--- src/rtl/axi_rd_arbiter.sv ---
// rtl/axi_rd_arbiter.sv - 2:1 round-robin AXI4 read-channel arbiter, one outstanding burst
module axi_rd_arbiter #(
    parameter int DATA_WIDTH = 32,
    parameter int ADDR_WIDTH = 30,
    parameter int ID_WIDTH   = 4
) (
    input  logic                  clk,
    input  logic                  rst,
    input  logic [ADDR_WIDTH-1:0] m0_araddr,
    input  logic [7:0]            m0_arlen,
    input  logic [2:0]            m0_arsize,
    input  logic [1:0]            m0_arburst,
    input  logic                  m0_arvalid,
    output logic                  m0_arready,
    output logic [DATA_WIDTH-1:0] m0_rdata,
    output logic [1:0]            m0_rresp,
    output logic                  m0_rlast,
    output logic                  m0_rvalid,
    input  logic                  m0_rready,
    input  logic [ADDR_WIDTH-1:0] m1_araddr,
    input  logic [7:0]            m1_arlen,
    input  logic [2:0]            m1_arsize,
    input  logic [1:0]            m1_arburst,
    input  logic                  m1_arvalid,
    output logic                  m1_arready,
    output logic [DATA_WIDTH-1:0] m1_rdata,
    output logic [1:0]            m1_rresp,
    output logic                  m1_rlast,
    output logic                  m1_rvalid,
    input  logic                  m1_rready,
    output logic [ID_WIDTH-1:0]   s_arid,
    output logic [ADDR_WIDTH-1:0] s_araddr,
    output logic [7:0]            s_arlen,
    output logic [2:0]            s_arsize,
    output logic [1:0]            s_arburst,
    output logic                  s_arvalid,
    input  logic                  s_arready,
    input  logic [ID_WIDTH-1:0]   s_rid,
    input  logic [DATA_WIDTH-1:0] s_rdata,
    input  logic [1:0]            s_rresp,
    input  logic                  s_rlast,
    input  logic                  s_rvalid,
    output logic                  s_rready,
    output logic                  prot_err
);

    typedef enum logic [1:0] {IDLE, ADDR, DATA} state_t;

    state_t              state;
    logic                grant;
    logic                last_grant;
    logic [7:0]          len_reg;
    logic [7:0]          beat_cnt;
    logic [ID_WIDTH-1:0] gid;
    logic                in_addr;
    logic                in_data;
    logic                ar_hs;
    logic                r_hs;

    assign gid     = ID_WIDTH'(grant);
    assign in_addr = (state == ADDR);
    assign in_data = (state == DATA);
    assign ar_hs   = s_arvalid && s_arready;
    assign r_hs    = s_rvalid && s_rready;

    always_ff @(posedge clk) begin
        if (!rst) begin
            state      <= IDLE;
            grant      <= 1'b0;
            last_grant <= 1'b1;
            len_reg    <= 8'd0;
            beat_cnt   <= 8'd0;
            prot_err   <= 1'b0;
        end else begin
            case (state)
                IDLE: begin
                    if (m0_arvalid || m1_arvalid) begin
                        // On contention the master that did not win last time gets the bus.
                        if (m0_arvalid && m1_arvalid)
                            grant <= ~last_grant;
                        else
                            grant <= m1_arvalid;
                        state <= ADDR;
                    end
                end
                ADDR: begin
                    if (ar_hs) begin
                        len_reg  <= s_arlen;
                        beat_cnt <= 8'd0;
                        state    <= DATA;
                    end
                end
                DATA: begin
                    if (r_hs) begin
                        beat_cnt <= beat_cnt + 8'd1;
                        if ((s_rlast != (beat_cnt == len_reg)) || (s_rid != gid))
                            prot_err <= 1'b1;
                        if (s_rlast) begin
                            last_grant <= grant;
                            state      <= IDLE;
                        end
                    end
                end
                default: state <= IDLE;
            endcase
        end
    end

    // AR and R paths are pure muxes gated by state; no datapath registers.
    always_comb begin
        s_arid     = gid;
        s_araddr   = grant ? m1_araddr  : m0_araddr;
        s_arlen    = grant ? m1_arlen   : m0_arlen;
        s_arsize   = grant ? m1_arsize  : m0_arsize;
        s_arburst  = grant ? m1_arburst : m0_arburst;
        s_arvalid  = in_addr && (grant ? m1_arvalid : m0_arvalid);
        m0_arready = in_addr && !grant && s_arready;
        m1_arready = in_addr &&  grant && s_arready;

        s_rready   = in_data && (grant ? m1_rready : m0_rready);
        m0_rvalid  = in_data && !grant && s_rvalid;
        m1_rvalid  = in_data &&  grant && s_rvalid;
        m0_rdata   = (in_data && !grant) ? s_rdata : '0;
        m1_rdata   = (in_data &&  grant) ? s_rdata : '0;
        m0_rresp   = (in_data && !grant) ? s_rresp : 2'b00;
        m1_rresp   = (in_data &&  grant) ? s_rresp : 2'b00;
        m0_rlast   = in_data && !grant && s_rlast;
        m1_rlast   = in_data &&  grant && s_rlast;
    end

endmodule

--- config.mk ---
export PLATFORM = sky130hd
export DESIGN_NAME = axi_rd_arbiter
export DESIGN_NICKNAME = d
export VERILOG_FILES = /design/src/rtl/axi_rd_arbiter.sv
export SDC_FILE = /design/constraint.sdc
export NUM_CORES = 1
export LEC_CHECK = 0
export BUFFER_PORTS_ARGS = -buffer_cell sky130_fd_sc_hd__buf_2
export CAP_MARGIN = 10
export CORE_AREA = 2 2 98 100
export DETAILED_ROUTE_END_ITERATION = 8
export DIE_AREA = 0 0 100 102
export GPL_TIMING_DRIVEN = 1
export PLACE_DENSITY = 0.61
export SYNTH_ARGS = -nofsm -noshare
export SYNTH_HDL_FRONTEND = slang
export SYNTH_SLANG_ARGS = --single-unit
--- constraint.sdc ---
create_clock -name clk -period 3.7 [get_ports clk]
set_input_delay 0.555 -clock clk [delete_from_list [all_inputs] [get_ports clk]]
set_output_delay 0.555 -clock clk [all_outputs]
set_load 0.01 [all_outputs]
==> results of run 1 <==
routing by layer:
layer,part of all wire (%),wire [um]
met5,0,0
met3,5.1,409
met4,0.50,40
met2,52,4227
met1,42,3383
worst max-delay path, cell delays in order (launching register included):
cell and delay [ns]:
dfxtp_2 0.78, buf_4 0.43, mux2_2 0.38, buf_2 0.14
through the flow:
| stage | util, % | std cells | area (um2) |
|---|---|---|---|
| after CTS | 38.56 | 602 | 3512 |
| after detailed placement | 38.06 | 598 | 3467 |
| after global routing | 38.56 | 602 | 3512 |
| after floorplan | - | 254 | 2150 |
| after global placement | 38.06 | 598 | 3467 |
| final | 38.56 | 602 | 3512 |
final cells by class:
type                    count  area (um2)
well taps                 111       138.9
repair buffers            257        1296
fillers                   945        5597
multi-input cells         209        1610
flip-flops and latches     21       421.7
clock buffers               4       45.04
path summary, 6_finish.rpt:
path	from	end	slack, ns	depth (start not counted)
worst max-delay path	grant	s_araddr[18]	1.14	3
worst min-delay path	last_grant	last_grant	0.48	2
worst max register to register	grant	beat_cnt[7]	1.63	4
worst min register to register	last_grant	last_grant	0.48	2
logic make-up after synthesis:
group | count (synthesis) | synth area share [%]
buffers and inverters | 24 | 5.666
xor gates and xnor gates | 12 | 4.907
AOI/OAI and AO/OA | 15 | 5.315
muxes | 55 | 28.50
and+or+nand+nor | 123 | 35.22
DFF | 21 | 19.63
adders and majority gates | 1 | 0.5840
other | 1 | 0.1751
power groups by stage:
| stage | sequential (mW) | combinational (mW) | clock [mW] |
|---|---|---|---|
| finish | 0.245 | 0.271 | 0.152 |
| detailed placement | 0.250 | 0.272 | 0 |
| floorplan | 0.241 | 0.150 | 0 |
| global route | 0.247 | 0.297 | 0.166 |
| global placement | 0.250 | 0.268 | 0 |
| CTS | 0.245 | 0.273 | 0.154 |
layout by cell type, fill, tap and decap left out, types with 2 or more instances in the layout:
master,count
or4_1,3
buf_2,253
mux2i_1,10
conb_1,3
a21oi_1,4
clkbuf_8,3
nor3b_1,2
nor2b_1,12
nand4_1,5
nor4_1,2
mux2_2,44
nand2_1,6
nand3_1,3
buf_4,4
o21ai_0,5
o31ai_1,2
dfxtp_1,20
nor2_1,5
and2_1,39
xor2_1,12
and3_1,39
==> results.py, run 1 <==
metrics = {
    "run_status": {
        "status": "finished, final reports clean",
    },
    "sta": {
        "max_slew_margin_pct": 54.24,
        "fin_crit_sh_pct": 69.29,
        "clock_skew_ns": 0.006060,
        "rsz0062_at_grt": "no",
        "tns_ns": 0,
        "period_needed_ns": 2.564,
        "hold-worst-slack_ns": 0.4809,
        "layout_setup_ws_ns": 1.136,
        "setup_viol": 0,
        "drv_slew": 0,
        "finalHoldViolCount": 0,
        "fmax_mhz": 390.1,
        "worst_pin_slew_ns": 0.6793,
    },
    "power": {
        "pwr-share-seq_pct": 36.7,
        "p_clk_share_pct": 22.7,
        "sw_frac_of_total_pct": 31.78,
        "p_switching_mw": 0.2118,
        "ir_drop_mv": 0.09780,
        "p_per_area_nw_per_um2": 189.8,
        "internal-power_mw": 0.4548,
        "p_leak_nw": 2.065,
        "power.total_mw": 0.6666,
        "pwr-share-comb_pct": 40.6,
    },
    "clock_network": {
        "clock_sinks": 21,
        "clock_latency_ns": 0.26,
        "postCtsHoldBufs": 0,
        "h-tree-depth": 1,
        "cts_setup_buffers": 0,
        "clock-root-buffer": "clkbuf_8",
        "cts_made_buffers": 3,
        "cts_max_path_buffers": 2,
        "path_clk_slew_ns": 0.08,
        "cts_tree": "built",
        "ctsResizeCount": 0,
    },
    "synthesis": {
        "yosys_warnings": 0,
        "synth_area_um2": 2142,
        "ys_seq_elements": 21,
        "synth.most_common_cell": "mux2_2",
        "synth_top_cell_by_area": "mux2_2",
        "synth_common_cells": "44 x mux2_2, 39 x and2_1, 39 x and3_1, 21 x dfxtp_1, 14 x clkbuf_1",
        "synth_top_area_share_pct": 23.13,
        "seq_area_frac_synth_pct": 19.63,
        "yosys.cell_types.count": 34,
        "synth_edf_count": 0,
        "avgSynthCellArea_um2": 8.500,
        "synth_area_leaders": "mux2_2 23%, dfxtp_1 20%, and2_1 11%",
        "synthCells": 252,
        "synth-async-reset-ratio_pct": 0,
        "ys.flop_type": "dfxtp_1",
    },
    "floorplanning": {
        "num_rows": 35,
        "core_um2": 9109,
        "dieArea_um2": 10200,
        "die_x_um": 100,
        "die_y_um": 102,
        "ioPinCount": 257,
        "start_util_pct": 23.52,
    },
    "worst_setup_path": {
        "arrival_ns": 2.01,
        "end_kind": "primary output",
        "worstPathMaxFanout": 30,
        "cp.required_ns": 3.14,
        "path_class": "reg2out",
        "critPathLaunchType": "register",
    },
    "global_routing": {
        "grt.met2_usage_pct": 24.27,
        "grt_pass1_wl_mm": 10.94,
        "use_met1_pct": 16.51,
        "antenna_found_initial": 0,
        "grt_max_degree": 47,
        "grt_pass1_vias": 2290,
        "grtUsageTotal_pct": 13.08,
        "met3_usage_pct": 0.9576,
        "top_usage_layer": "met2",
        "grt_remaining_overflow": 0,
    },
    "place": {
        "place_ws_ns": 1.399,
        "gp_congestion": 0.7594,
        "dp_hpwl_mm": 6.688,
        "port_buffers": 253,
    },
    "job": {
        "maxCapViolCount": 0,
    },
    "detailed_routing": {
        "wl_mm": 8.062,
        "vias_per_cell": 4.449,
        "drtPass1Iterations": 4,
        "initialDrtViolationCount": 58,
        "routedWlPerCell_um": 13.39,
        "drtAntennaViolNets": 0,
        "drcViolationCount": 0,
        "dr_total_vias": 2678,
    },
    "final_layout": {
        "nets": 626,
        "area_growth_pct": 63.96,
        "antenna_cells": 0,
        "drive_gt1_share_pct": 62.93,
    },
    "worst_hold_path": {
        "hp-class": "reg2reg",
    },
}
Note: power is estimated with default switching activity, not from simulation.
==> run 2: changes to the inputs <==
Clock period 3.7 ns to 2.6 ns, I/O delays scaled along.
==> run 2 against run 1 <==
  * Cell count is 0.17% higher
  * Sequential power is 41% higher
  * Power is 43% higher
  * Setup slack worse by 0.71 ns
  * Final area is 0.61% higher
  * Via count is 0.86% higher
  * Flip-flop and latch count stayed put
  * Clock power is 41% higher
  * Largest cell class unchanged
==> results.py, run 2 (synthesis results as in run 1) <==
metrics = {
    "run_status": {
        "status": "finished, final reports clean",
    },
    "clock_network": {
        "cts_setup_buffers": 0,
        "ctsResizeCount": 0,
        "cts_tree": "built",
        "h-tree-depth": 1,
        "clock_latency_ns": 0.26,
        "path_clk_slew_ns": 0.07,
        "clock-root-buffer": "clkbuf_8",
        "cts_max_path_buffers": 2,
        "postCtsHoldBufs": 0,
        "clock_sinks": 21,
        "cts_made_buffers": 3,
    },
    "worst_setup_path": {
        "arrival_ns": 1.78,
        "critPathLaunchType": "register",
        "r2r-end": "beat_cnt[7]",
        "r2r_start": "grant",
        "cp-startpoint": "grant",
        "cp.required_ns": 2.21,
        "reg2regPathDepth": 4,
        "path_class": "reg2out",
        "crit_end": "s_araddr[0]",
        "regToRegSetupSlack_ns": 0.78,
        "end_kind": "primary output",
        "worstPathMaxFanout": 23,
    },
    "detailed_routing": {
        "dr_total_vias": 2701,
        "drcViolationCount": 0,
        "wl_mm": 8.026,
        "vias_per_cell": 4.479,
        "drtAntennaViolNets": 0,
        "initialDrtViolationCount": 80,
        "drtPass1Iterations": 5,
        "routedWlPerCell_um": 13.31,
    },
    "floorplanning": {
        "core_um2": 9109,
        "die_x_um": 100,
        "start_util_pct": 23.52,
        "num_rows": 35,
        "dieArea_um2": 10200,
        "die_y_um": 102,
        "ioPinCount": 257,
    },
    "sta": {
        "rsz0062_at_grt": "no",
        "finalHoldViolCount": 0,
        "tns_ns": 0,
        "fin_crit_sh_pct": 83.45,
        "layout_setup_ws_ns": 0.4303,
        "fmax_mhz": 460.9,
        "period_needed_ns": 2.170,
        "clock_skew_ns": 0.007909,
        "worst_pin_slew_ns": 0.7530,
        "max_slew_margin_pct": 49.27,
        "setup_viol": 0,
        "drv_slew": 0,
    },
    "power": {
        "p_leak_nw": 2.077,
        "internal-power_mw": 0.6481,
        "p_switching_mw": 0.3027,
        "sw_frac_of_total_pct": 31.84,
        "p_per_area_nw_per_um2": 269.1,
        "pwr-share-seq_pct": 36.3,
        "p_clk_share_pct": 22.5,
        "ir_drop_mv": 0.1454,
        "pwr-share-comb_pct": 41.2,
    },
    "place": {
        "port_buffers": 253,
        "gp_congestion": 0.7889,
        "dp_hpwl_mm": 6.822,
        "place_ws_ns": 0.6866,
        "placed_area_um2": 3487,
    },
    "worst_hold_path": {
        "hold_path_depth": 2,
        "hp-class": "in2reg",
    },
    "global_routing": {
        "top_usage_layer": "met2",
        "antenna_found_initial": 0,
        "grt_pass1_vias": 2332,
        "grt_remaining_overflow": 0,
        "grt_pass1_wl_mm": 11.31,
        "grt.met2_usage_pct": 24.38,
        "met3_usage_pct": 1.710,
        "use_met1_pct": 17.58,
        "grtUsageTotal_pct": 13.46,
        "grt_max_degree": 49,
    },
    "final_layout": {
        "n_fill_cell": 924,
        "area_growth_pct": 64.95,
        "mostFrequentLayoutCells": "253 x buf_2, 44 x mux2_2, 39 x and3_1, 39 x and2_1, 20 x dfxtp_1",
        "layout.cells.most_common": "buf_2",
        "fin_area_um2": 3533,
        "drive_gt1_share_pct": 63.21,
        "fin_util_pct": 38.79,
        "antenna_cells": 0,
        "nets": 627,
    },
    "job": {
        "maxCapViolCount": 0,
    },
}
run 2: changes by cell type in the layout (fill, tap and decap cells not counted):
cell / previous run / this run
buf_12: 0 / 1
clkbuf_1: 1 / 0
clkinv_2: 0 / 1
run 2: final cells by class:
class | count | area, um2 | share of cell area [%]
tap | 111 | 138.9 | 3.931
sequential | 21 | 421.7 | 11.93
clock buffer | 3 | 41.29 | 1.169
multi-input combinational | 209 | 1610 | 45.57
timing repair buffer | 258 | 1316 | 37.25
clock inverter | 1 | 5.005 | 0.1416
run 2: power groups by stage:
stage                     combinational (mW)  sequential (mW)  clock [mW]
after CTS                              0.397            0.345       0.222
after global placement                 0.388            0.352           0
final                                  0.392            0.345       0.214
after detailed placement               0.395            0.353           0
after global routing                   0.430            0.347       0.237
after floorplan                        0.213            0.343           0
run 2: per-stage QoR:
| stage | total power, mW | hold WS [ns] | std cells |
|---|---|---|---|
| 2_1_floorplan | 0.5562 | 0.4400 | 254 |
| 3_3_place_gp | 0.7406 | 0.4737 | 599 |
| 3_5_place_dp | 0.7478 | 0.4826 | 599 |
| 4_1_cts | 0.9637 | 0.4613 | 603 |
| 5_1_grt | 1.014 | 0.4759 | 603 |
| 6_report | 0.9508 | 0.4599 | 603 |
run 2: worst min path at each step:
| stage | start | endpoint |
|---|---|---|
| after floorplan | last_grant | last_grant |
| after global routing | rst | last_grant |
| after CTS | rst | last_grant |
| final | rst | last_grant |
| after detailed placement | last_grant | last_grant |
| after global placement | last_grant | last_grant |
run 2: critical path: stages (launching register included):
cell and delay [ns]:
dfxtp_2 0.63, buf_4 0.36, mux2_2 0.38, buf_2 0.14
run 2: per-layer routing:
| metal | part of all wire (%) | up-vias | routed length (um) |
|---|---|---|---|
| met3 | 6.3 | 4 | 503 |
| met4 | 0.31 | 0 | 25 |
| met2 | 52 | 115 | 4172 |
| met5 | 0 | - | 0 |
| li1 | - | 1370 | - |
| met1 | 41 | 1212 | 3324 |
